**config.mk**
```make
export PLATFORM = sky130hd
export DESIGN_NAME = dmem_arbiter
export DESIGN_NICKNAME = d
export VERILOG_FILES = /design/src/rtl/dmem_arbiter.sv
export SDC_FILE = /design/constraint.sdc
export NUM_CORES = 1
export LEC_CHECK = 0
export CAP_MARGIN = 20
export CORE_AREA = 2 2 118 120
export DETAILED_ROUTE_END_ITERATION = 7
export DIE_AREA = 0 0 120 122
export MAX_ROUTING_LAYER = met4
export PLACE_DENSITY = 0.74
export SLEW_MARGIN = 20
export SYNTH_ARGS = -nofsm -noshare
export SYNTH_HDL_FRONTEND = slang
export SYNTH_SLANG_ARGS = --single-unit
```
**constraint.sdc**
```tcl
create_clock -name clk -period 2.7 [get_ports clk]
set_input_delay 0.405 -clock clk [delete_from_list [all_inputs] [get_ports clk]]
set_output_delay 0.405 -clock clk [all_outputs]
set_load 0.1 [all_outputs]
```
**src/rtl/dmem_arbiter.sv**
```systemverilog
// Two-port arbiter for the single-ported data memory: grant in the request cycle, read data/err one cycle later.
// Loser holds its request; tie policy is fixed A-priority, or round-robin when DMEM_ARB_RR_EN is defined.
module dmem_arbiter #(
  parameter int AW = 32,
  parameter int DW = 32
) (
  input  logic          clk,
  input  logic          reset,
  input  logic          a_req,
  input  logic          a_we,
  input  logic [AW-1:0] a_addr,
  input  logic [DW-1:0] a_wdata,
  output logic          a_gnt,
  output logic          a_rvalid,
  output logic [DW-1:0] a_rdata,
  output logic          a_err,
  input  logic          b_req,
  input  logic          b_we,
  input  logic [AW-1:0] b_addr,
  input  logic [DW-1:0] b_wdata,
  output logic          b_gnt,
  output logic          b_rvalid,
  output logic [DW-1:0] b_rdata,
  output logic          b_err,
  output logic [AW-1:0] memAddr,
  output logic [DW-1:0] memWriteData,
  output logic          MemWrite,
  output logic          MemRead,
  input  logic [DW-1:0] memReadData
);

  localparam logic PORT_A = 1'b0;
  localparam logic PORT_B = 1'b1;

  logic          last_q, last_d;
  logic          a_rvalid_q, a_rvalid_d, b_rvalid_q, b_rvalid_d;
  logic          a_err_q, a_err_d, b_err_q, b_err_d;
  logic [DW-1:0] a_rdata_q, a_rdata_d, b_rdata_q, b_rdata_d;
  logic          tie_to_a;
  logic          a_aligned, b_aligned;

`ifdef DMEM_ARB_RR_EN
  assign tie_to_a = (last_q == PORT_B);
`else
  assign tie_to_a = 1'b1;
`endif

  assign a_aligned = (a_addr[1:0] == 2'b00);
  assign b_aligned = (b_addr[1:0] == 2'b00);

  always_comb begin
    a_gnt = a_req & ~reset & (~b_req | tie_to_a);
    b_gnt = b_req & ~reset & ~a_gnt;
  end

  always_comb begin
    memAddr      = '0;
    memWriteData = '0;
    MemWrite     = 1'b0;
    MemRead      = 1'b0;
    if (a_gnt) begin
      memAddr      = a_addr;
      memWriteData = a_wdata;
      MemWrite     = a_we & a_aligned;
      MemRead      = ~a_we & a_aligned;
    end else if (b_gnt) begin
      memAddr      = b_addr;
      memWriteData = b_wdata;
      MemWrite     = b_we & b_aligned;
      MemRead      = ~b_we & b_aligned;
    end
  end

  always_comb begin
    last_d     = last_q;
    a_rvalid_d = a_gnt & ~a_we & a_aligned;
    b_rvalid_d = b_gnt & ~b_we & b_aligned;
    a_err_d    = a_gnt & ~a_aligned;
    b_err_d    = b_gnt & ~b_aligned;
    a_rdata_d  = a_rvalid_d ? memReadData : a_rdata_q;
    b_rdata_d  = b_rvalid_d ? memReadData : b_rdata_q;
    if (a_gnt) begin
      last_d = PORT_A;
    end else if (b_gnt) begin
      last_d = PORT_B;
    end
  end

  always_ff @(posedge clk) begin
    if (reset) begin
      last_q     <= PORT_B;
      a_rvalid_q <= 1'b0;
      b_rvalid_q <= 1'b0;
      a_err_q    <= 1'b0;
      b_err_q    <= 1'b0;
      a_rdata_q  <= '0;
      b_rdata_q  <= '0;
    end else begin
      last_q     <= last_d;
      a_rvalid_q <= a_rvalid_d;
      b_rvalid_q <= b_rvalid_d;
      a_err_q    <= a_err_d;
      b_err_q    <= b_err_d;
      a_rdata_q  <= a_rdata_d;
      b_rdata_q  <= b_rdata_d;
    end
  end

  // Reset also cancels the completion owed to the grant of the cycle before it.
  always_comb begin
    a_rvalid = a_rvalid_q & ~reset;
    b_rvalid = b_rvalid_q & ~reset;
    a_err    = a_err_q & ~reset;
    b_err    = b_err_q & ~reset;
    a_rdata  = reset ? '0 : a_rdata_q;
    b_rdata  = reset ? '0 : b_rdata_q;
  end

endmodule

```
==> metrics.cfg, run 1 <==
[status]
outcome = finished, final reports clean

[floorplan]
die_y_um = 122
row_count = 43
die_w_um = 120
io_pins = 302
die_area_mm2 = 0.0146
initial_utilization_pct = 26.6
core-area_mm2 = 0.0135

[finish]
area_delta_synth_final_pct = 115
fill_cells = 1132
n_antenna_cell = 0
nNetsFinal = 806
drive_gt1_share_pct = 30.5
final_cell_area_mm2 = 0.00773
seqCellArea_mm2 = 0.00136
multi_input_area_mm2 = 0.00203

[placed_design]
postPlaceCellArea_mm2 = 0.00747
numPortBuffers = 301
gp_congestion = 0.933
place_hpwl_um = 12600

[flow_run]
drv_cap = 0

[clock_tree]
cts_root_buf = clkbuf_16
post_cts_buffers = 0
cts-htree-levels = 3
clockBufferDepth = 2
cts_tree = done
cts_repair_resize_count = 0
cts.sinks = 68
clk_latency_ps = 320
path_clk_slew_ps = 50
cts_buffers = 9
cts_hold_buf = 0

[worst_setup_path]
r2r_slack_ps = 1840
cp.required_ps = 2300
reg2reg_depth = 2
crit_fanout = 45
r2r_start = b_rdata_q[16]$_SDFFE_PP0P_
arrival_ps = 2060
end_kind = output port
critical_path_class = in -> out
crit_path_start_kind = input port
rr_endpoint = b_rdata_q[16]$_SDFFE_PP0P_

[power]
p_leak_nw = 3.42
max-vdd-ir-drop_mv = 0.232
powerDensity_mw_per_mm2 = 424

[global_route]
grt-ovfl-total = 0
first_global_vias = 3875
grt.total_usage_pct = 20.6
grt_max_degree = 101
grt_pass1_wl_um = 21900
antenna_found_initial = 0

[logic_synthesis]
synth-edff-count = 0
postSynthCellCount = 352
ys_types = 24
synth.most_common_cell = nor2b_1
async_reset_ff_share_pct = 0
syn-cell-area_mm2 = 0.00359
yosys-top-cells-area = dfxtp_1 38%, a22o_1 16%, nor2b_1 13%
synth_fp_nets = 518
netlist_top_cells_count = 73 x nor2b_1, 68 x dfxtp_1, 64 x a22o_1
ys_seq_area_share_pct = 37.9
ys_ff_latch = 68
syn_avg_cell_area_um2 = 10.2
synth_flop_cell = dfxtp_1
synth.largest_area_cell = dfxtp_1
yosysTopAreaCellShare_pct = 37.9
synth_warnings = 0

[sta]
finalSetupTns_ps = 0
finalSetupViolCount = 0
rsz0062_at_grt = no
clock.fmax_mhz = 406
finalCritPeriodShare_pct = 91.3
finalClockSkew_ps = 0
whs_ps = 496
slew_headroom_pct = 64.7
final-max-slew-violation-count = 0
worst_pin_slew_ps = 530
final_hold_viol_count = 0
post-route-min-period_ps = 2460

[routing]
dr.pass1.iters = 4
wl_met1_um = 5310
wl_met3_um = 1160
highest_layer = met4
ant_nets = 0
route.met2.wl_um = 8340
drt_iter0_markers = 90
num_vias = 3728
drc = 0
wl_um = 15200
wire_per_inst_um = 18.5
routed_via_density = 4.53

[worst_hold_path]
whs_path_depth = 2
holdPathEnd = a_rdata_q[31]$_SDFFE_PP0P_
worstHoldPathType = reg -> reg
min_from = a_rdata_q[31]$_SDFFE_PP0P_

## flip-flops by register name, summed over array words and instances, names as in the netlist
name	flops
a_rvalid_q	1
a_rdata_q	32
a_err_q	1
b_rdata_q	32
b_rvalid_q	1
b_err_q	1
## layout by cell type, fill, tap and decap left out
cell type and n:
nor3_1 1, nor3b_4 1, mux2i_1 10, a21o_1 1
nor4_4 1, mux2_1 20, nand2_1 1, nor2_1 3
buf_2 1, dfxtp_1 68, buf_12 87, clkbuf_16 9
a22o_1 64, nand2_2 1, mux2_2 30, clkinv_2 3
nand2b_1 15, inv_1 11, mux2_4 4, clkbuf_8 1
nand2b_4 1, nor2b_1 73, nand3_1 2, clkbuf_1 1
buf_4 56, inv_2 1, and2b_1 13, clkdlybuf4s50_1 164
## layout make-up
cell class | count | area share, %
inverters | 12 | 0.583
clock inverters | 3 | 0.194
flip-flops and latches | 68 | 17.6
well taps | 180 | 2.91
multi-input cells | 241 | 26.3
repair buffers | 308 | 49.3
clock buffers | 11 | 3.14
## how the worst max path moves through the flow
stage,start,to,slack [ps]
6_report,a_req,memAddr[26],240
5_1_grt,a_req,MemWrite,140
4_1_cts,a_req,memAddr[26],230
3_5_place_dp,a_req,memAddr[26],240
3_3_place_gp,a_req,memAddr[26],270
2_1_floorplan,reset,a_rdata_q[0]$_SDFFE_PP0P_,180
## metal layers
metal | vias to the layer above | track usage, %
met3 | 23 | 6.27
li1 | 1811 | -
met4 | 0 | 7.87
met2 | 184 | 38.1
met1 | 1710 | 20.2
met5 | - | -
## power by group
part,internal [W],switching (W)
clock,0.000630,0.000387
combinational,0.000533,0.000707
sequential,0.00102,0.00000268
total,0.00218,0.00110
## critical path, stage by stage
cell and delay (ps):
clkdlybuf4s50_1 500, nor3b_4 400, buf_12 270, a22o_1 260
buf_12 200
## through the flow
stage | total power [W] | worst slack [ps] | instances | util [%]
after detailed placement | 0.00229 | 235 | 809 | 55.3
after global routing | 0.00339 | 144 | 823 | 57.2
after floorplan | 0.00169 | 182 | 352 | -
after CTS | 0.00332 | 233 | 823 | 57.2
final | 0.00328 | 236 | 823 | 57.2
after global placement | 0.00228 | 273 | 809 | 55.3
## cell families after synthesis
group	share of synthesized area, %
AOI/OAI and AO/OA	15.8
muxes	20.1
and+or+nand+nor	20.5
buffers and inverters	5.64
DFF	37.9
Note: power is estimated with default switching activity, not from simulation.
==> run 2: changes to the inputs <==
PLACE_DENSITY = 0.66   (was 0.74)
==> metrics.cfg, run 2 (same netlist as run 1, synthesis figures left out) <==
[routing]
wire_per_inst_um = 18.9  ; +2.1%
num_vias = 3724  ; -0.11%
ant_nets = 0  ; unchanged
drt_iter0_markers = 150  ; +67%
dr.pass1.iters = 4  ; unchanged
routed_via_density = 4.49  ; -0.83%
wl_um = 15600  ; +2.9%
drc = 0  ; unchanged

[floorplan]
die_area_mm2 = 0.0146  ; unchanged
die_w_um = 120  ; unchanged
core-area_mm2 = 0.0135  ; unchanged
row_count = 43  ; unchanged
die_y_um = 122  ; unchanged
io_pins = 302  ; unchanged
initial_utilization_pct = 26.6  ; unchanged

[worst_setup_path]
rr_endpoint = b_rdata_q[26]$_SDFFE_PP0P_
crit_fanout = 49  ; +8.9%
crit_path_cell_trace = clkdlybuf4s50_1 -> nor3b_4 -> buf_12 -> a22o_1 -> buf_12
arrival_ps = 2020  ; -40 ps
cp_slowest_cell = clkdlybuf4s50_1
crit_path_start = a_req
r2r_slack_ps = 1830  ; about the same
crit_path_frequent_cell = buf_12
r2r_start = b_rdata_q[26]$_SDFFE_PP0P_
crit_end = memAddr[31]
cp.required_ps = 2300  ; about the same
crit_path_start_kind = input port
end_kind = output port
critical_path_class = in -> out
reg2reg_depth = 2  ; unchanged
cpPeakStageDelay_ps = 500  ; about the same

[flow_run]
drv_cap = 0  ; unchanged

[power]
powerDensity_mw_per_mm2 = 457  ; +7.8%
p_leak_nw = 3.51  ; +2.4%
max-vdd-ir-drop_mv = 0.302  ; +30%
p_total_w = 0.00366  ; +12%

[finish]
multi_input_area_mm2 = 0.00203  ; unchanged
area_delta_synth_final_pct = 123
drive_gt1_share_pct = 31.1  ; +0.58 points
final_util_pct = 59.2  ; +2.0 points
nNetsFinal = 808  ; +0.25%
final_cell_mix = 164 x clkdlybuf4s50_1, 99 x buf_12, 73 x nor2b_1
seqCellArea_mm2 = 0.00136  ; unchanged
reg_top3 = a_rdata_q: 32 flops, b_rdata_q: 32 flops
final_cells = 829  ; +0.73%
final_cell_area_mm2 = 0.00800  ; +3.5%
final_common_cell = clkdlybuf4s50_1
fill_cells = 1112  ; -1.8%

[placed_design]
numPortBuffers = 301  ; unchanged
postPlaceCellArea_mm2 = 0.00763  ; +2.2%
gp_congestion = 0.930  ; -0.31%
place_hpwl_um = 13000  ; +3.3%
dpl.cell_count = 811  ; +0.25%

[clock_tree]
cts_tree = done
cts_repair_resize_count = 0  ; unchanged
post_cts_buffers = 0  ; unchanged
path_clk_slew_ps = 60  ; about the same
cts.sinks = 68  ; unchanged
cts_hold_buf = 0  ; unchanged
cts_root_buf = clkbuf_16
clockBufferDepth = 2  ; unchanged
cts_buffers = 9  ; unchanged
clk_latency_ps = 330  ; about the same
cts-htree-levels = 3  ; unchanged

[sta]
slew_headroom_pct = 64.2  ; -0.52 points
finalCritPeriodShare_pct = 89.8  ; -1.4 points
final_hold_viol_count = 0  ; unchanged
clock.fmax_mhz = 412  ; +1.6%
rsz0062_at_grt = no
worst_pin_slew_ps = 538  ; +7.79 ps
finalSetupTns_ps = 0  ; unchanged
post-route-min-period_ps = 2430  ; -38.5 ps
final-max-slew-violation-count = 0  ; unchanged
finalSetupViolCount = 0  ; unchanged
finalClockSkew_ps = 0  ; unchanged

[global_route]
grt_max_degree = 59  ; -42%
grt_pass1_wl_um = 23000  ; +5.3%
grt.total_usage_pct = 21.6  ; +1.0 points
first_global_vias = 4029  ; +4.0%
grt-ovfl-total = 0  ; unchanged
antenna_found_initial = 2  ; +2

[status]
outcome = finished, final reports clean

[worst_hold_path]
worstHoldPathType = reg -> reg

run 2: area by class of cell:
cell class	instances	area share (%)
timing repair buffer	310	49.7
multi-input combinational	241	25.4
sequential	68	17.0
clock buffer	11	3.16
tap	180	2.82
clock inverter	5	1.33
inverter	12	0.563
antenna	2	0.0626
run 2: how the worst min path moves through the flow:
stage,start,to,depth (start not counted)
after floorplan,a_rdata_q[27]$_SDFFE_PP0P_,a_rdata_q[27]$_SDFFE_PP0P_,2
after global placement,a_rdata_q[28]$_SDFFE_PP0P_,a_rdata_q[28]$_SDFFE_PP0P_,2
after detailed placement,a_rdata_q[30]$_SDFFE_PP0P_,a_rdata_q[30]$_SDFFE_PP0P_,2
after CTS,a_rdata_q[30]$_SDFFE_PP0P_,a_rdata_q[30]$_SDFFE_PP0P_,2
after global routing,a_rdata_q[30]$_SDFFE_PP0P_,a_rdata_q[30]$_SDFFE_PP0P_,2
final,a_rdata_q[30]$_SDFFE_PP0P_,a_rdata_q[30]$_SDFFE_PP0P_,2
run 2: metal layers:
| metal | global-route usage, % | part of all wire (%) |
|---|---|---|
| met1 | 22.1 | 37 |
| met2 | 39.2 | 54 |
| met4 | 8.53 | 2.7 |
| met5 | - | 0 |
| met3 | 6.04 | 6.4 |
run 2: stage by stage:
step,worst slack (ps),hold slack [ps]
floorplan,182,458
detailed placement,261,480
finish,274,494
global route,209,498
global placement,284,474
CTS,252,489
run 2: power breakdown:
| part | total [W] | internal (W) | switching [W] |
|---|---|---|---|
| registers | 0.00102 | 0.00102 | 0.00000252 |
| logic | 0.00125 | 0.000538 | 0.000710 |
| clock network | 0.00139 | 0.000955 | 0.000434 |
| total | 0.00366 | 0.00251 | 0.00115 |
run 2: worst max-delay path: cells and delay by family:
family	cells	cell delay [ps]
buffers and inverters	3	960
AOI/OAI and AO/OA	1	250
and+or+nand+nor	1	380
